[config.mk]
export PLATFORM = sky130hd
export DESIGN_NAME = mbinit_param_handshake_flat
export DESIGN_NICKNAME = d
export VERILOG_FILES = /design/src/rtl/ucie_sb_pkg.sv /design/src/rtl/mbinit_param_handshake_if.sv /design/src/rtl/mbinit_param_handshake_sb_tx_hold.sv /design/src/rtl/mbinit_param_handshake.sv /design/src/flat_wrapper.sv
export SDC_FILE = /design/constraint.sdc
export NUM_CORES = 1
export LEC_CHECK = 0
export ABC_AREA = 1
export BUFFER_PORTS_ARGS = -buffer_cell sky130_fd_sc_hd__buf_2
export CORE_MARGIN = 4
export CORE_UTILIZATION = 40
export CTS_CLUSTER_SIZE = 20
export DETAILED_ROUTE_END_ITERATION = 6
export GPL_TIMING_DRIVEN = 0
export PLACE_DENSITY = 0.75
export SYNTH_ARGS = -nofsm -noshare
export SYNTH_HDL_FRONTEND = slang
export SYNTH_SLANG_ARGS = --single-unit
export TNS_END_PERCENT = 5
[constraint.sdc]
create_clock -name CLK -period 3.3 [get_ports CLK]
set_clock_uncertainty 0.15 [all_clocks]
set_input_delay 0.165 -clock CLK [delete_from_list [all_inputs] [get_ports CLK]]
set_output_delay 0.165 -clock CLK [all_outputs]
set_load 0.01 [all_outputs]
[src/rtl/ucie_sb_pkg.sv]
// Sideband message IDs, PARAM payload layout and sequencer states
// shared by the MBINIT.PARAM handshake block.
package ucie_sb_pkg;

  localparam logic [3:0] MSG_PARAM_REQ  = 4'h5;
  localparam logic [3:0] MSG_PARAM_RESP = 4'h6;

  localparam int SB_DATA_W     = 16;
  localparam int RATE_W        = 3;
  localparam int VS_W          = 5;

  localparam int REQ_VS_LSB    = 0;
  localparam int REQ_RATE_LSB  = 5;
  localparam int REQ_CM_BIT    = 8;
  localparam int REQ_PC_BIT    = 9;

  localparam int RESP_RATE_LSB = 5;
  localparam int RESP_OK_BIT   = 15;

  typedef enum logic [2:0] {
    ST_IDLE,
    ST_SEND_REQ,
    ST_WAIT_REQ,
    ST_CHECK,
    ST_SEND_RESP,
    ST_WAIT_RESP,
    ST_DONE,
    ST_ERROR
  } param_state_e;

  function automatic logic [SB_DATA_W-1:0] pack_req(
    input logic [VS_W-1:0]   vs,
    input logic [RATE_W-1:0] rate,
    input logic              cm,
    input logic              pc
  );
    logic [SB_DATA_W-1:0] p;
    p = '0;
    p[REQ_VS_LSB +: VS_W]     = vs;
    p[REQ_RATE_LSB +: RATE_W] = rate;
    p[REQ_CM_BIT]             = cm;
    p[REQ_PC_BIT]             = pc;
    return p;
  endfunction

  function automatic logic [SB_DATA_W-1:0] pack_resp(
    input logic              ok,
    input logic [RATE_W-1:0] rate
  );
    logic [SB_DATA_W-1:0] p;
    p = '0;
    p[RESP_RATE_LSB +: RATE_W] = ok ? rate : '0;
    p[RESP_OK_BIT]             = ok;
    return p;
  endfunction

  // States in which the timeout runs and partner messages are captured
  function automatic logic is_active(input param_state_e s);
    return s inside {ST_SEND_REQ, ST_WAIT_REQ, ST_CHECK,
                     ST_SEND_RESP, ST_WAIT_RESP};
  endfunction

endpackage

[src/rtl/mbinit_param_handshake_if.sv]
// Sideband RX strobe and TX request/busy handshake between the
// PARAM sequencer (master) and the sideband link (slave).
interface mbinit_param_handshake_if;

  logic        i_SB_Valid;
  logic [3:0]  i_SB_MsgID;
  logic [15:0] i_SB_Data;
  logic        i_SB_Busy;
  logic        o_SB_Send;
  logic [3:0]  o_SB_MsgID;
  logic [15:0] o_SB_Data;

  modport master (
    input  i_SB_Valid,
    input  i_SB_MsgID,
    input  i_SB_Data,
    input  i_SB_Busy,
    output o_SB_Send,
    output o_SB_MsgID,
    output o_SB_Data
  );

  modport slave (
    output i_SB_Valid,
    output i_SB_MsgID,
    output i_SB_Data,
    output i_SB_Busy,
    input  o_SB_Send,
    input  o_SB_MsgID,
    input  o_SB_Data
  );

endinterface

[src/rtl/mbinit_param_handshake_sb_tx_hold.sv]
// Holds a sideband TX request (send/ID/data) stable until the link
// accepts it with busy low; flush drops any pending request.
module sb_tx_hold
  import ucie_sb_pkg::*;
(
  input  logic                 clk,
  input  logic                 rst,
  input  logic                 flush,
  input  logic                 load,
  input  logic [3:0]           ld_id,
  input  logic [SB_DATA_W-1:0] ld_data,
  input  logic                 busy,
  output logic                 send,
  output logic [3:0]           id,
  output logic [SB_DATA_W-1:0] data,
  output logic                 accepted
);

  logic                 send_q, send_d;
  logic [3:0]           id_q, id_d;
  logic [SB_DATA_W-1:0] data_q, data_d;

  assign accepted = send_q & ~busy;

  always_comb begin
    send_d = send_q;
    id_d   = id_q;
    data_d = data_q;
    if (accepted) begin
      send_d = 1'b0;
      id_d   = '0;
      data_d = '0;
    end
    if (load) begin
      send_d = 1'b1;
      id_d   = ld_id;
      data_d = ld_data;
    end
    if (flush) begin
      send_d = 1'b0;
      id_d   = '0;
      data_d = '0;
    end
  end

  always_ff @(posedge clk) begin
    if (rst) begin
      send_q <= 1'b0;
      id_q   <= '0;
      data_q <= '0;
    end else begin
      send_q <= send_d;
      id_q   <= id_d;
      data_q <= data_d;
    end
  end

  assign send = send_q;
  assign id   = id_q;
  assign data = data_q;

endmodule

[src/rtl/mbinit_param_handshake.sv]
// MBINIT.PARAM sequencer: trades PARAM req/resp with the partner,
// latches partner parameters for the checker, reports done/error.
module mbinit_param_handshake
  import ucie_sb_pkg::*;
#(
  parameter int TIMEOUT_CYCLES = 8000,
  parameter int CNT_W          = 14
) (
  input  logic                  CLK,
  input  logic                  rst,
  input  logic                  i_Enable,
  input  logic [VS_W-1:0]       i_TX_VoltageSwing,
  input  logic [RATE_W-1:0]     i_TX_MaxDataRate,
  input  logic                  i_TX_ClockMode,
  input  logic                  i_TX_PhaseClock,
  mbinit_param_handshake_if.master sb,
  output logic                  o_Enable_Checker,
  output logic [RATE_W-1:0]     o_RX_MaxDataRate,
  output logic                  o_RX_ClockMode,
  output logic                  o_RX_PhaseClock,
  input  logic                  i_Finish_Checker,
  input  logic                  i_Successful_Param,
  output logic [RATE_W-1:0]     o_Final_MaxDataRate,
  output logic                  o_Done,
  output logic                  o_Error
);

  localparam logic [CNT_W-1:0] TO_LAST = CNT_W'(TIMEOUT_CYCLES - 1);

  param_state_e         state_q, state_d;
  logic [CNT_W-1:0]     cnt_q, cnt_d;
  logic                 req_seen_q, req_seen_d;
  logic                 resp_seen_q, resp_seen_d;
  logic                 resp_ok_q, resp_ok_d;
  logic [RATE_W-1:0]    resp_rate_q, resp_rate_d;
  logic                 chk_ok_q, chk_ok_d;
  logic [RATE_W-1:0]    rx_rate_q, rx_rate_d;
  logic                 rx_cm_q, rx_cm_d;
  logic                 rx_pc_q, rx_pc_d;

  logic                 active;
  logic                 tx_load;
  logic                 tx_flush;
  logic [3:0]           tx_id;
  logic [SB_DATA_W-1:0] tx_data;
  logic                 tx_accepted;
  logic                 unused_bits;

  assign active = is_active(state_q);

  always_comb begin
    state_d     = state_q;
    cnt_d       = cnt_q;
    req_seen_d  = req_seen_q;
    resp_seen_d = resp_seen_q;
    resp_ok_d   = resp_ok_q;
    resp_rate_d = resp_rate_q;
    chk_ok_d    = chk_ok_q;
    rx_rate_d   = rx_rate_q;
    rx_cm_d     = rx_cm_q;
    rx_pc_d     = rx_pc_q;
    tx_load     = 1'b0;
    tx_flush    = 1'b0;
    tx_id       = '0;
    tx_data     = '0;

    if (active) cnt_d = cnt_q + CNT_W'(1);

    // Partner messages may arrive in any order while active
    if (active && sb.i_SB_Valid) begin
      if (sb.i_SB_MsgID == MSG_PARAM_REQ) begin
        rx_rate_d  = sb.i_SB_Data[REQ_RATE_LSB +: RATE_W];
        rx_cm_d    = sb.i_SB_Data[REQ_CM_BIT];
        rx_pc_d    = sb.i_SB_Data[REQ_PC_BIT];
        req_seen_d = 1'b1;
      end else if (sb.i_SB_MsgID == MSG_PARAM_RESP) begin
        resp_ok_d   = sb.i_SB_Data[RESP_OK_BIT];
        resp_rate_d = sb.i_SB_Data[RESP_RATE_LSB +: RATE_W];
        resp_seen_d = 1'b1;
      end
    end

    unique case (state_q)
      ST_IDLE: begin
        if (i_Enable) begin
          state_d = ST_SEND_REQ;
          cnt_d   = '0;
          tx_load = 1'b1;
          tx_id   = MSG_PARAM_REQ;
          tx_data = pack_req(i_TX_VoltageSwing, i_TX_MaxDataRate,
                             i_TX_ClockMode, i_TX_PhaseClock);
        end
      end
      ST_SEND_REQ: begin
        if (tx_accepted) state_d = ST_WAIT_REQ;
      end
      ST_WAIT_REQ: begin
        if (req_seen_q) state_d = ST_CHECK;
      end
      ST_CHECK: begin
        if (i_Finish_Checker) begin
          chk_ok_d = i_Successful_Param;
          state_d  = ST_SEND_RESP;
          tx_load  = 1'b1;
          tx_id    = MSG_PARAM_RESP;
          tx_data  = pack_resp(i_Successful_Param, rx_rate_q);
        end
      end
      ST_SEND_RESP: begin
        if (tx_accepted)
          state_d = chk_ok_q ? ST_WAIT_RESP : ST_ERROR;
      end
      ST_WAIT_RESP: begin
        if (resp_seen_q)
          state_d = resp_ok_q ? ST_DONE : ST_ERROR;
      end
      ST_DONE: ;
      ST_ERROR: ;
    endcase

    // Timeout overrides whatever the state wanted this cycle
    if (active && cnt_q == TO_LAST) begin
      state_d  = ST_ERROR;
      tx_load  = 1'b0;
      tx_flush = 1'b1;
    end

    if (!i_Enable) begin
      state_d     = ST_IDLE;
      cnt_d       = '0;
      req_seen_d  = 1'b0;
      resp_seen_d = 1'b0;
      resp_ok_d   = 1'b0;
      resp_rate_d = '0;
      chk_ok_d    = 1'b0;
      rx_rate_d   = '0;
      rx_cm_d     = 1'b0;
      rx_pc_d     = 1'b0;
      tx_load     = 1'b0;
      tx_flush    = 1'b1;
    end
  end

  always_ff @(posedge CLK) begin
    if (rst) begin
      state_q     <= ST_IDLE;
      cnt_q       <= '0;
      req_seen_q  <= 1'b0;
      resp_seen_q <= 1'b0;
      resp_ok_q   <= 1'b0;
      resp_rate_q <= '0;
      chk_ok_q    <= 1'b0;
      rx_rate_q   <= '0;
      rx_cm_q     <= 1'b0;
      rx_pc_q     <= 1'b0;
    end else begin
      state_q     <= state_d;
      cnt_q       <= cnt_d;
      req_seen_q  <= req_seen_d;
      resp_seen_q <= resp_seen_d;
      resp_ok_q   <= resp_ok_d;
      resp_rate_q <= resp_rate_d;
      chk_ok_q    <= chk_ok_d;
      rx_rate_q   <= rx_rate_d;
      rx_cm_q     <= rx_cm_d;
      rx_pc_q     <= rx_pc_d;
    end
  end

  sb_tx_hold u_tx (
    .clk      (CLK),
    .rst      (rst),
    .flush    (tx_flush),
    .load     (tx_load),
    .ld_id    (tx_id),
    .ld_data  (tx_data),
    .busy     (sb.i_SB_Busy),
    .send     (sb.o_SB_Send),
    .id       (sb.o_SB_MsgID),
    .data     (sb.o_SB_Data),
    .accepted (tx_accepted)
  );

  // Payload fields with no consumer in this block
  assign unused_bits = ^{sb.i_SB_Data[14:10],
                         sb.i_SB_Data[4:0], resp_rate_q};

  assign o_Enable_Checker    = (state_q == ST_CHECK);
  assign o_RX_MaxDataRate    = rx_rate_q;
  assign o_RX_ClockMode      = rx_cm_q;
  assign o_RX_PhaseClock     = rx_pc_q;
  assign o_Done              = (state_q == ST_DONE);
  assign o_Error             = (state_q == ST_ERROR);
  assign o_Final_MaxDataRate = o_Done ? rx_rate_q : '0;

endmodule

[src/flat_wrapper.sv]
// flat-port wrapper written by rule: the top's interface ports become plain ports
module mbinit_param_handshake_flat import ucie_sb_pkg::*;
#(
  parameter int TIMEOUT_CYCLES = 8000,
  parameter int CNT_W          = 14
)
  (CLK, rst, i_Enable, i_TX_VoltageSwing, i_TX_MaxDataRate, i_TX_ClockMode, i_TX_PhaseClock, o_Enable_Checker, o_RX_MaxDataRate, o_RX_ClockMode, o_RX_PhaseClock, i_Finish_Checker, i_Successful_Param, o_Final_MaxDataRate, o_Done, o_Error, sb_i_SB_Valid, sb_i_SB_MsgID, sb_i_SB_Data, sb_i_SB_Busy, sb_o_SB_Send, sb_o_SB_MsgID, sb_o_SB_Data);
  mbinit_param_handshake_if sb_i ();
  input  logic CLK;
  input  logic rst;
  input  logic i_Enable;
  input  logic [VS_W-1:0] i_TX_VoltageSwing;
  input  logic [RATE_W-1:0] i_TX_MaxDataRate;
  input  logic i_TX_ClockMode;
  input  logic i_TX_PhaseClock;
  output logic o_Enable_Checker;
  output logic [RATE_W-1:0] o_RX_MaxDataRate;
  output logic o_RX_ClockMode;
  output logic o_RX_PhaseClock;
  input  logic i_Finish_Checker;
  input  logic i_Successful_Param;
  output logic [RATE_W-1:0] o_Final_MaxDataRate;
  output logic o_Done;
  output logic o_Error;
  input wire logic [$bits(sb_i.i_SB_Valid)-1:0] sb_i_SB_Valid;
  input wire logic [$bits(sb_i.i_SB_MsgID)-1:0] sb_i_SB_MsgID;
  input wire logic [$bits(sb_i.i_SB_Data)-1:0] sb_i_SB_Data;
  input wire logic [$bits(sb_i.i_SB_Busy)-1:0] sb_i_SB_Busy;
  output wire logic [$bits(sb_i.o_SB_Send)-1:0] sb_o_SB_Send;
  output wire logic [$bits(sb_i.o_SB_MsgID)-1:0] sb_o_SB_MsgID;
  output wire logic [$bits(sb_i.o_SB_Data)-1:0] sb_o_SB_Data;
  assign sb_i.i_SB_Valid = sb_i_SB_Valid;
  assign sb_i.i_SB_MsgID = sb_i_SB_MsgID;
  assign sb_i.i_SB_Data = sb_i_SB_Data;
  assign sb_i.i_SB_Busy = sb_i_SB_Busy;
  assign sb_o_SB_Send = sb_i.o_SB_Send;
  assign sb_o_SB_MsgID = sb_i.o_SB_MsgID;
  assign sb_o_SB_Data = sb_i.o_SB_Data;
  mbinit_param_handshake #(.TIMEOUT_CYCLES(TIMEOUT_CYCLES), .CNT_W(CNT_W)) u_core (.CLK(CLK), .rst(rst), .i_Enable(i_Enable), .i_TX_VoltageSwing(i_TX_VoltageSwing), .i_TX_MaxDataRate(i_TX_MaxDataRate), .i_TX_ClockMode(i_TX_ClockMode), .i_TX_PhaseClock(i_TX_PhaseClock), .sb(sb_i), .o_Enable_Checker(o_Enable_Checker), .o_RX_MaxDataRate(o_RX_MaxDataRate), .o_RX_ClockMode(o_RX_ClockMode), .o_RX_PhaseClock(o_RX_PhaseClock), .i_Finish_Checker(i_Finish_Checker), .i_Successful_Param(i_Successful_Param), .o_Final_MaxDataRate(o_Final_MaxDataRate), .o_Done(o_Done), .o_Error(o_Error));
endmodule
==> results.sh, run 1 <==
export IMPL_status="finished clean"
export IMPL_die_x_um=80.6
export IMPL_critPathMaxFanout=10
export IMPL_wl_met1_um=2160
export IMPL_synth_cell_area_um2=2110
export IMPL_dieHeight_um=80.6
export IMPL_clockRootBuffer="clkbuf_8"
export IMPL_multi_input_area_um2=1050
export IMPL_pin_count=69
export IMPL_vdd_drop_max_mv=0.204
export IMPL_drtPass1Iterations=4
export IMPL_utilization_pct=53.0
export IMPL_max_stage_delay_ps=380
export IMPL_ys_ff_latch=41
export IMPL_hpwl_um=3410
export IMPL_areaGrowthSynthToFinish_pct=28.6
export IMPL_rsz0062_at_grt="false"
export IMPL_power_total_mw=1.08
export IMPL_path_cells="ha_1, nand2_1, nand3b_2, nor2_8, nand2_4, nand2_4, buf_12, nand3_2, a21oi_2"
export IMPL_numClockSinks=41
export IMPL_synth_distinct_cells=34
export IMPL_core_area_um2=5110
export IMPL_worst_path_buf_inv=1
export IMPL_cts_resized=0
export IMPL_fillers=477
export IMPL_slew_viol_final=0
export IMPL_timing_final_crit_period_ps=1810
export IMPL_seq_area_um2=821
export IMPL_grt_first_pass_wirelength_um=7950
export IMPL_cts_max_level=2
export IMPL_wl_met3_um=304
export IMPL_startpoint_type="flop"
export IMPL_setup_violations_final=0
export IMPL_post_cts_buffers=0
export IMPL_dr_wl_met2_um=2080
export IMPL_crit_type="reg2reg"
export IMPL_path_clk_slew_ps=80
export IMPL_reg2reg_depth=9
export IMPL_insertion_delay_ps=300
export IMPL_leakagePower_nw=1.19
export IMPL_cts_buffers=5
export IMPL_period_share_pct=54.9
export IMPL_worst_path_stages=9
export IMPL_cts_max_path_buffers=2
export IMPL_maxCapViolCount=0
export IMPL_via_count=1926
export IMPL_rrSetupSlack_ps=1490
export IMPL_antenna_found_initial=0
export IMPL_via_per_inst=4.52
export IMPL_hold_buffers=12
export IMPL_nets=393
export IMPL_min_delay_path_depth=3
export IMPL_cts_tree="yes"
export IMPL_drt_wl_total_um=4620
export IMPL_hold_class="in2reg"
export IMPL_placed_area_um2=2470
export IMPL_path_delay_family="simple AND/OR/NAND/NOR gates"
export IMPL_yosys_warnings=0
export IMPL_drtIter0Drc=70
export IMPL_port_buffers=52
export IMPL_hold_viol=0
export IMPL_dp_slack_ps=1500
export IMPL_grt_overflow_total=0
export IMPL_n_antenna_cell=0
export IMPL_syn_instance_count=279
export IMPL_timing_setup_tns_ps=0
export IMPL_drc=0
export IMPL_syn_area_per_cell_um2=7.55
export IMPL_fmax_mhz=552
export IMPL_wire_per_inst_um=10.8
export IMPL_crit_required_ps=3390
export IMPL_grt_pass1_vias=1827
export IMPL_endpoint_kind="flop"
export IMPL_seq_area_frac_synth_pct=39.0
export IMPL_place_congestion=0.778
export IMPL_grt_max_degree=15
export IMPL_crit_top_cell="nand2_4"
export IMPL_initial_core_util_pct=41.3
export IMPL_drive_above_1_share_pct=30.3
export IMPL_slowest_stage="dfxtp_1"
export IMPL_crit_arrival_ps=1900
export IMPL_top_layer="met4"
export IMPL_setup_slack_ps=1490
export IMPL_power_density_nw_per_um2=398
export IMPL_design_area_um2=2710
export IMPL_grt_util_all_layers_pct=15.4
export IMPL_ant_nets=0
export IMPL_row_count=26
export IMPL_dieArea_um2=6490
worst register-to-register path: stages, from the launching register on:
cell	delay (ps)
dfxtp_1	380
ha_1	180
nand2_1	80
nand3b_2	270
nor2_8	120
nand2_4	110
nand2_4	130
buf_12	150
nand3_2	70
a21oi_2	120
synthesized netlist by cell type:
library cell  count  share of area (%)
nand4_1           4                1.2
nor2_8            1               0.95
nor3_1            3               0.71
nand3_1          21                5.0
inv_2             2               0.36
or2_1             1               0.30
nand3_2           8                3.8
inv_1            35                6.2
nor4_1            1               0.30
nor2_4            1               0.53
nand2_1          49                8.7
clkbuf_1          1               0.18
a21oi_1          21                5.0
nor2_1           30                5.3
nand2_4           3                1.6
nor3b_1           1               0.36
o21a_1            1               0.36
conb_1            1               0.18
or2_0             1               0.30
buf_4             8                2.9
buf_2             1               0.24
ha_1              1               0.59
buf_6             2                1.1
a21oi_4           1               0.77
xor2_1            1               0.42
buf_12            1               0.95
a21oi_2          12                5.0
dfxtp_1          41                 39
nand2_2           3               0.89
nand3b_2          1               0.53
o21ai_0          16                3.8
nor2_2            3               0.89
nand2_8           1               0.95
a211oi_1          2               0.71
registers in the layout (all words and copies together), names as in the netlist:
signal and cells:
u_core.state_q 3, u_core.u_tx.data 11, u_core.cnt_q 14, u_core.chk_ok_q 1
u_core.o_RX_PhaseClock 1, u_core.resp_ok_q 1, u_core.resp_seen_q 1, u_core.req_seen_q 1
u_core.u_tx.send 1, u_core.o_RX_ClockMode 1, u_core.o_RX_MaxDataRate 3, u_core.u_tx.id 3
kinds of logic (layout without fill, tap and decap cells):
kind of cell             count (synthesis)  in the layout  share of synthesized area [%]
AND/OR/NAND/NOR                        132            132                           32.4
AO/OA/AOI/OAI                           53             53                           15.6
buffers and inverters                   50            122                           11.9
flip-flops                              41             41                           39.0
adder cells (fa/ha/maj)                  1              1                          0.594
other                                    1              6                          0.178
XOR/XNOR                                 1              1                          0.416
cell type report:
type	count	area share, %
Clock inverter	3	1.71
Inverter	37	5.13
Clock buffer	5	2.54
Tap cell	70	3.23
Multi-Input combinational cell	193	38.9
Buffer	13	4.11
Timing Repair Buffer	64	14.0
Sequential cell	41	30.3
routing by layer:
metal  vias up  track usage [%]
met4         0             5.57
li1       1040                -
met2        48             25.1
met5         -                0
met3         7             3.25
met1       831             19.8
per-stage QoR:
step	instances	hold slack, ps
global placement	406	280
CTS	426	14.7
global route	426	40.3
detailed placement	406	282
finish	426	15.9
floorplan	284	174
final timing paths:
kind	from	to
max	u_core.cnt_q[1]	u_core.u_tx.data[8]
min	sb_i_SB_Data[15]	u_core.resp_ok_q
max reg2reg	u_core.cnt_q[1]	u_core.u_tx.data[8]
min reg2reg	u_core.resp_seen_q	u_core.resp_seen_q
report_power, final:
part	switching [mW]	total (mW)	internal [mW]
Sequential	0.00659	0.510	0.504
Combinational	0.0920	0.161	0.0685
Clock	0.182	0.408	0.226
layout by cell type (no fill, tap or decap), drive strengths merged, types with 2 or more instances in the layout:
| cell type | instances |
|---|---|
| dfxtp | 41 |
| dlygate4sd3 | 12 |
| buf | 64 |
| conb | 6 |
| nand2 | 56 |
| a21oi | 34 |
| nand3 | 29 |
| nand4 | 4 |
| a211oi | 2 |
| or2 | 2 |
| o21ai | 16 |
| clkbuf | 6 |
| nor3 | 3 |
| nor2 | 35 |
| inv | 37 |
Power figures use the tool's default switching activity.
==> run 2, diff against run 1 <==
- ABC_AREA: 1 -> 0
- PLACE_DENSITY: 0.75 -> 0.76
- clock period: 3.3 -> 1.9 ns (I/O delays scaled with it)
==> run 2 against run 1 <==
Net effect:
- combinational power grew 11%
- maximum frequency fell by 2.0%
- via count shrank 0.47%
- die area down 7.5%
- worst hold slack improved by 14 ps
- clock-buffer cell count is the same
- non-clock buffer count is 10 higher
- setup slack got worse by 1400 ps
- power increased by 51%
- highest routed layer unchanged
- synthesized cell count is 16% lower
- final cell count is 14% lower
==> results.sh, run 2 <==
export IMPL_holdWs_ps=30.3
export IMPL_ys_top_cells_by_count="41 x dfxtp_1, 28 x nor2_1, 21 x a21oi_1"
export IMPL_synth_distinct_cells=45
export IMPL_rsz0062_at_grt="true"
export IMPL_grt_overflow_total=0
export IMPL_via_count=1917
export IMPL_slowest_stage="or4_1"
export IMPL_yosys_warnings=0
export IMPL_post_synth_top_count_cell="dfxtp_1"
export IMPL_drc=0
export IMPL_cts_max_path_buffers=2
export IMPL_instances_no_fill=367
export IMPL_grt_util_all_layers_pct=16.8
export IMPL_grt_max_degree=15
export IMPL_cts_tree="yes"
export IMPL_use_met3_pct=3.83
export IMPL_syn_area_per_cell_um2=8.29
export IMPL_path_clk_slew_ps=80
export IMPL_crit_top_cell="buf_6"
export IMPL_via_per_inst=5.22
export IMPL_n_antenna_cell=0
export IMPL_synth_enable_flop_cells=0
export IMPL_ys_async_sr_fraction_pct=0
export IMPL_power_density_nw_per_um2=633
export IMPL_areaGrowthSynthToFinish_pct=33.7
export IMPL_insertion_delay_ps=290
export IMPL_hold_class="in2reg"
export IMPL_core_area_um2=4690
export IMPL_cts_buffers=5
export IMPL_nets=350
export IMPL_worst_path_buf_inv=2
export IMPL_endpoint_kind="flop"
export IMPL_dp_cells=344
export IMPL_holdPathEnd="u_core.o_RX_PhaseClock"
export IMPL_pin_count=69
export IMPL_dieHeight_um=77.5
export IMPL_maxCapViolCount=0
export IMPL_rrSetupSlack_ps=50
export IMPL_dieArea_um2=6000
export IMPL_hold_viol=0
export IMPL_period_share_pct=97.4
export IMPL_netSwitchingFraction_pct=25.2
export IMPL_use_met2_pct=28.3
export IMPL_initial_core_util_pct=41.1
export IMPL_critPathMaxFanout=10
export IMPL_min_from="sb_i_SB_MsgID[0]"
export IMPL_leakagePower_nw=1.04
export IMPL_wire_per_inst_um=13.1
export IMPL_min_delay_path_depth=5
export IMPL_crit_arrival_ps=1930
export IMPL_slew_viol_final=0
export IMPL_multi_input_area_um2=1050
export IMPL_r2r_start="u_core.state_q[2]"
export IMPL_crit_required_ps=1970
export IMPL_antenna_found_initial=0
export IMPL_status="finished clean"
export IMPL_intPower_mw=1.22
export IMPL_fmax_mhz=540
export IMPL_pwr_share_comb_pct=11.0
export IMPL_vdd_drop_max_mv=0.501
export IMPL_reg2reg_depth=6
export IMPL_synthTopCellsByArea="dfxtp_1 43%, a21oi_1 5.4%, nor2_1 5.4%"
export IMPL_hpwl_um=3420
export IMPL_drtIter0Drc=58
export IMPL_row_count=25
export IMPL_final_cell_mix="54 x buf_2, 38 x dfxtp_1, 27 x nor2_1"
export IMPL_p_seq_share_pct=53.8
export IMPL_numClockSinks=41
export IMPL_drt_wl_total_um=4820
export IMPL_p_sw_mw=0.412
export IMPL_top_usage_layer="met2"
export IMPL_synth_cell_area_um2=1930
export IMPL_max_stage_delay_ps=400
export IMPL_yosys_area_top_type="dfxtp_1"
export IMPL_port_buffers=52
export IMPL_fillers=438
export IMPL_largest_reg_flops=14
export IMPL_ant_nets=0
export IMPL_clockRootBuffer="clkbuf_8"
export IMPL_place_congestion=0.823
export IMPL_seq_area_frac_synth_pct=42.5
export IMPL_regToRegEndpoint="u_core.cnt_q[13]"
export IMPL_startpoint_type="flop"
export IMPL_drive_above_1_share_pct=27.5
export IMPL_grt_util_met1_pct=20.9
export IMPL_timing_final_crit_period_ps=1850
export IMPL_cts_max_level=2
export IMPL_clkPwrFrac_pct=35.3
export IMPL_setup_violations_final=0
export IMPL_die_x_um=77.5
export IMPL_largest_register="u_core.cnt_q"
export IMPL_grt_pass1_vias=1835
export IMPL_syn_instance_count=233
export IMPL_ys_ff_latch=41
export IMPL_final_common_cell="buf_2"
export IMPL_yosys_area_top_type_share_pct=42.5
export IMPL_path_cells="buf_6, and2_4, or3_1, buf_6, or4_1, a21oi_1"
export IMPL_seq_area_um2=825
export IMPL_grt_first_pass_wirelength_um=8220
export IMPL_synth_top_flop_cell="dfxtp_1"
export IMPL_crit_type="reg2reg"
export IMPL_drtPass1Iterations=7
export IMPL_path_delay_family="simple AND/OR/NAND/NOR gates"
## run 2: cell types whose count changed in the layout (fill, tap and decap cells not counted), moves of 8 or more
cell,before,now
a21oi_2,12,1
inv_1,35,2
nand2_1,49,18
nand2b_1,0,8
nand3_1,21,11
o21ai_0,16,8
## run 2: final cells by class
| type | count | area share, % |
|---|---|---|
| multi-input cells | 175 | 40.9 |
| flip-flops and latches | 41 | 31.9 |
| repair buffers | 67 | 15.9 |
| plain buffers | 20 | 4.90 |
| clock buffers | 5 | 2.67 |
| well taps | 54 | 2.62 |
| clock inverters | 3 | 0.824 |
| inverters | 2 | 0.291 |
## run 2: kinds of logic after synthesis
group / share of synthesized area (%)
simple gates: 29.7
compound gates: 17.6
xor+xnor: 2.72
flops: 42.5
buf+inv: 6.09
other cells: 0.194
mux: 0.518
fa+ha+maj: 0.648
## run 2: metrics by stage
step | worst slack, ps | utilization [%] | area, um^2 | setup TNS (ps) | power (mW)
6_report | 49.6 | 55.0 | 2580 | 0 | 1.63
5_1_grt | -27.1 | 55.0 | 2580 | -131 | 1.71
4_1_cts | -7.93 | 54.2 | 2540 | -7.93 | 1.64
3_5_place_dp | -22.5 | 48.5 | 2280 | -76.5 | 1.04
3_3_place_gp | 25.4 | 48.5 | 2280 | 0 | 1.04
2_1_floorplan | 94.6 | - | 1950 | 0 | 0.985
## run 2: tightest hold or removal path: stages
cell      delay (ps)
buf_2            100
nand2b_1          60
nor4_1            50
nand3_1           70
o21ai_0           60
## run 2: worst max path at each step
stage | startpoint | endpoint | slack, ps | cells past startpoint
floorplan | u_core.state_q[2] | u_core.cnt_q[11] | 90 | 6
global placement | u_core.state_q[1] | u_core.o_RX_MaxDataRate[2] | 30 | 6
detailed placement | u_core.state_q[1] | u_core.o_RX_MaxDataRate[0] | -20 | 6
CTS | u_core.cnt_q[0] | u_core.cnt_q[12] | -8 | 5
global route | u_core.state_q[2] | u_core.cnt_q[11] | -30 | 6
finish | u_core.state_q[2] | u_core.cnt_q[13] | 50 | 6
## run 2: per-layer routing
layer	vias up	part of all wire (%)
li1	978	-
met3	5	5.3
met2	47	49
met5	-	0
met4	0	1.3
met1	887	44
## run 2: timing repair
action | CTS | global route
hold buffers | 15 | 0
hold endpoints to repair | 16 | 0
endpoints found under the setup margin | 11 | 23
pin swaps | 4 | 0
buffers inserted | 0 | 0
gates resized for setup | 7 | 13
## run 2: power by group through the flow
stage,combinational [mW],clock (mW),sequential (mW)
6_report,0.179,0.577,0.878
2_1_floorplan,0.0842,0,0.901
5_1_grt,0.197,0.631,0.880
3_3_place_gp,0.143,0,0.897
3_5_place_dp,0.145,0,0.897
4_1_cts,0.171,0.591,0.878
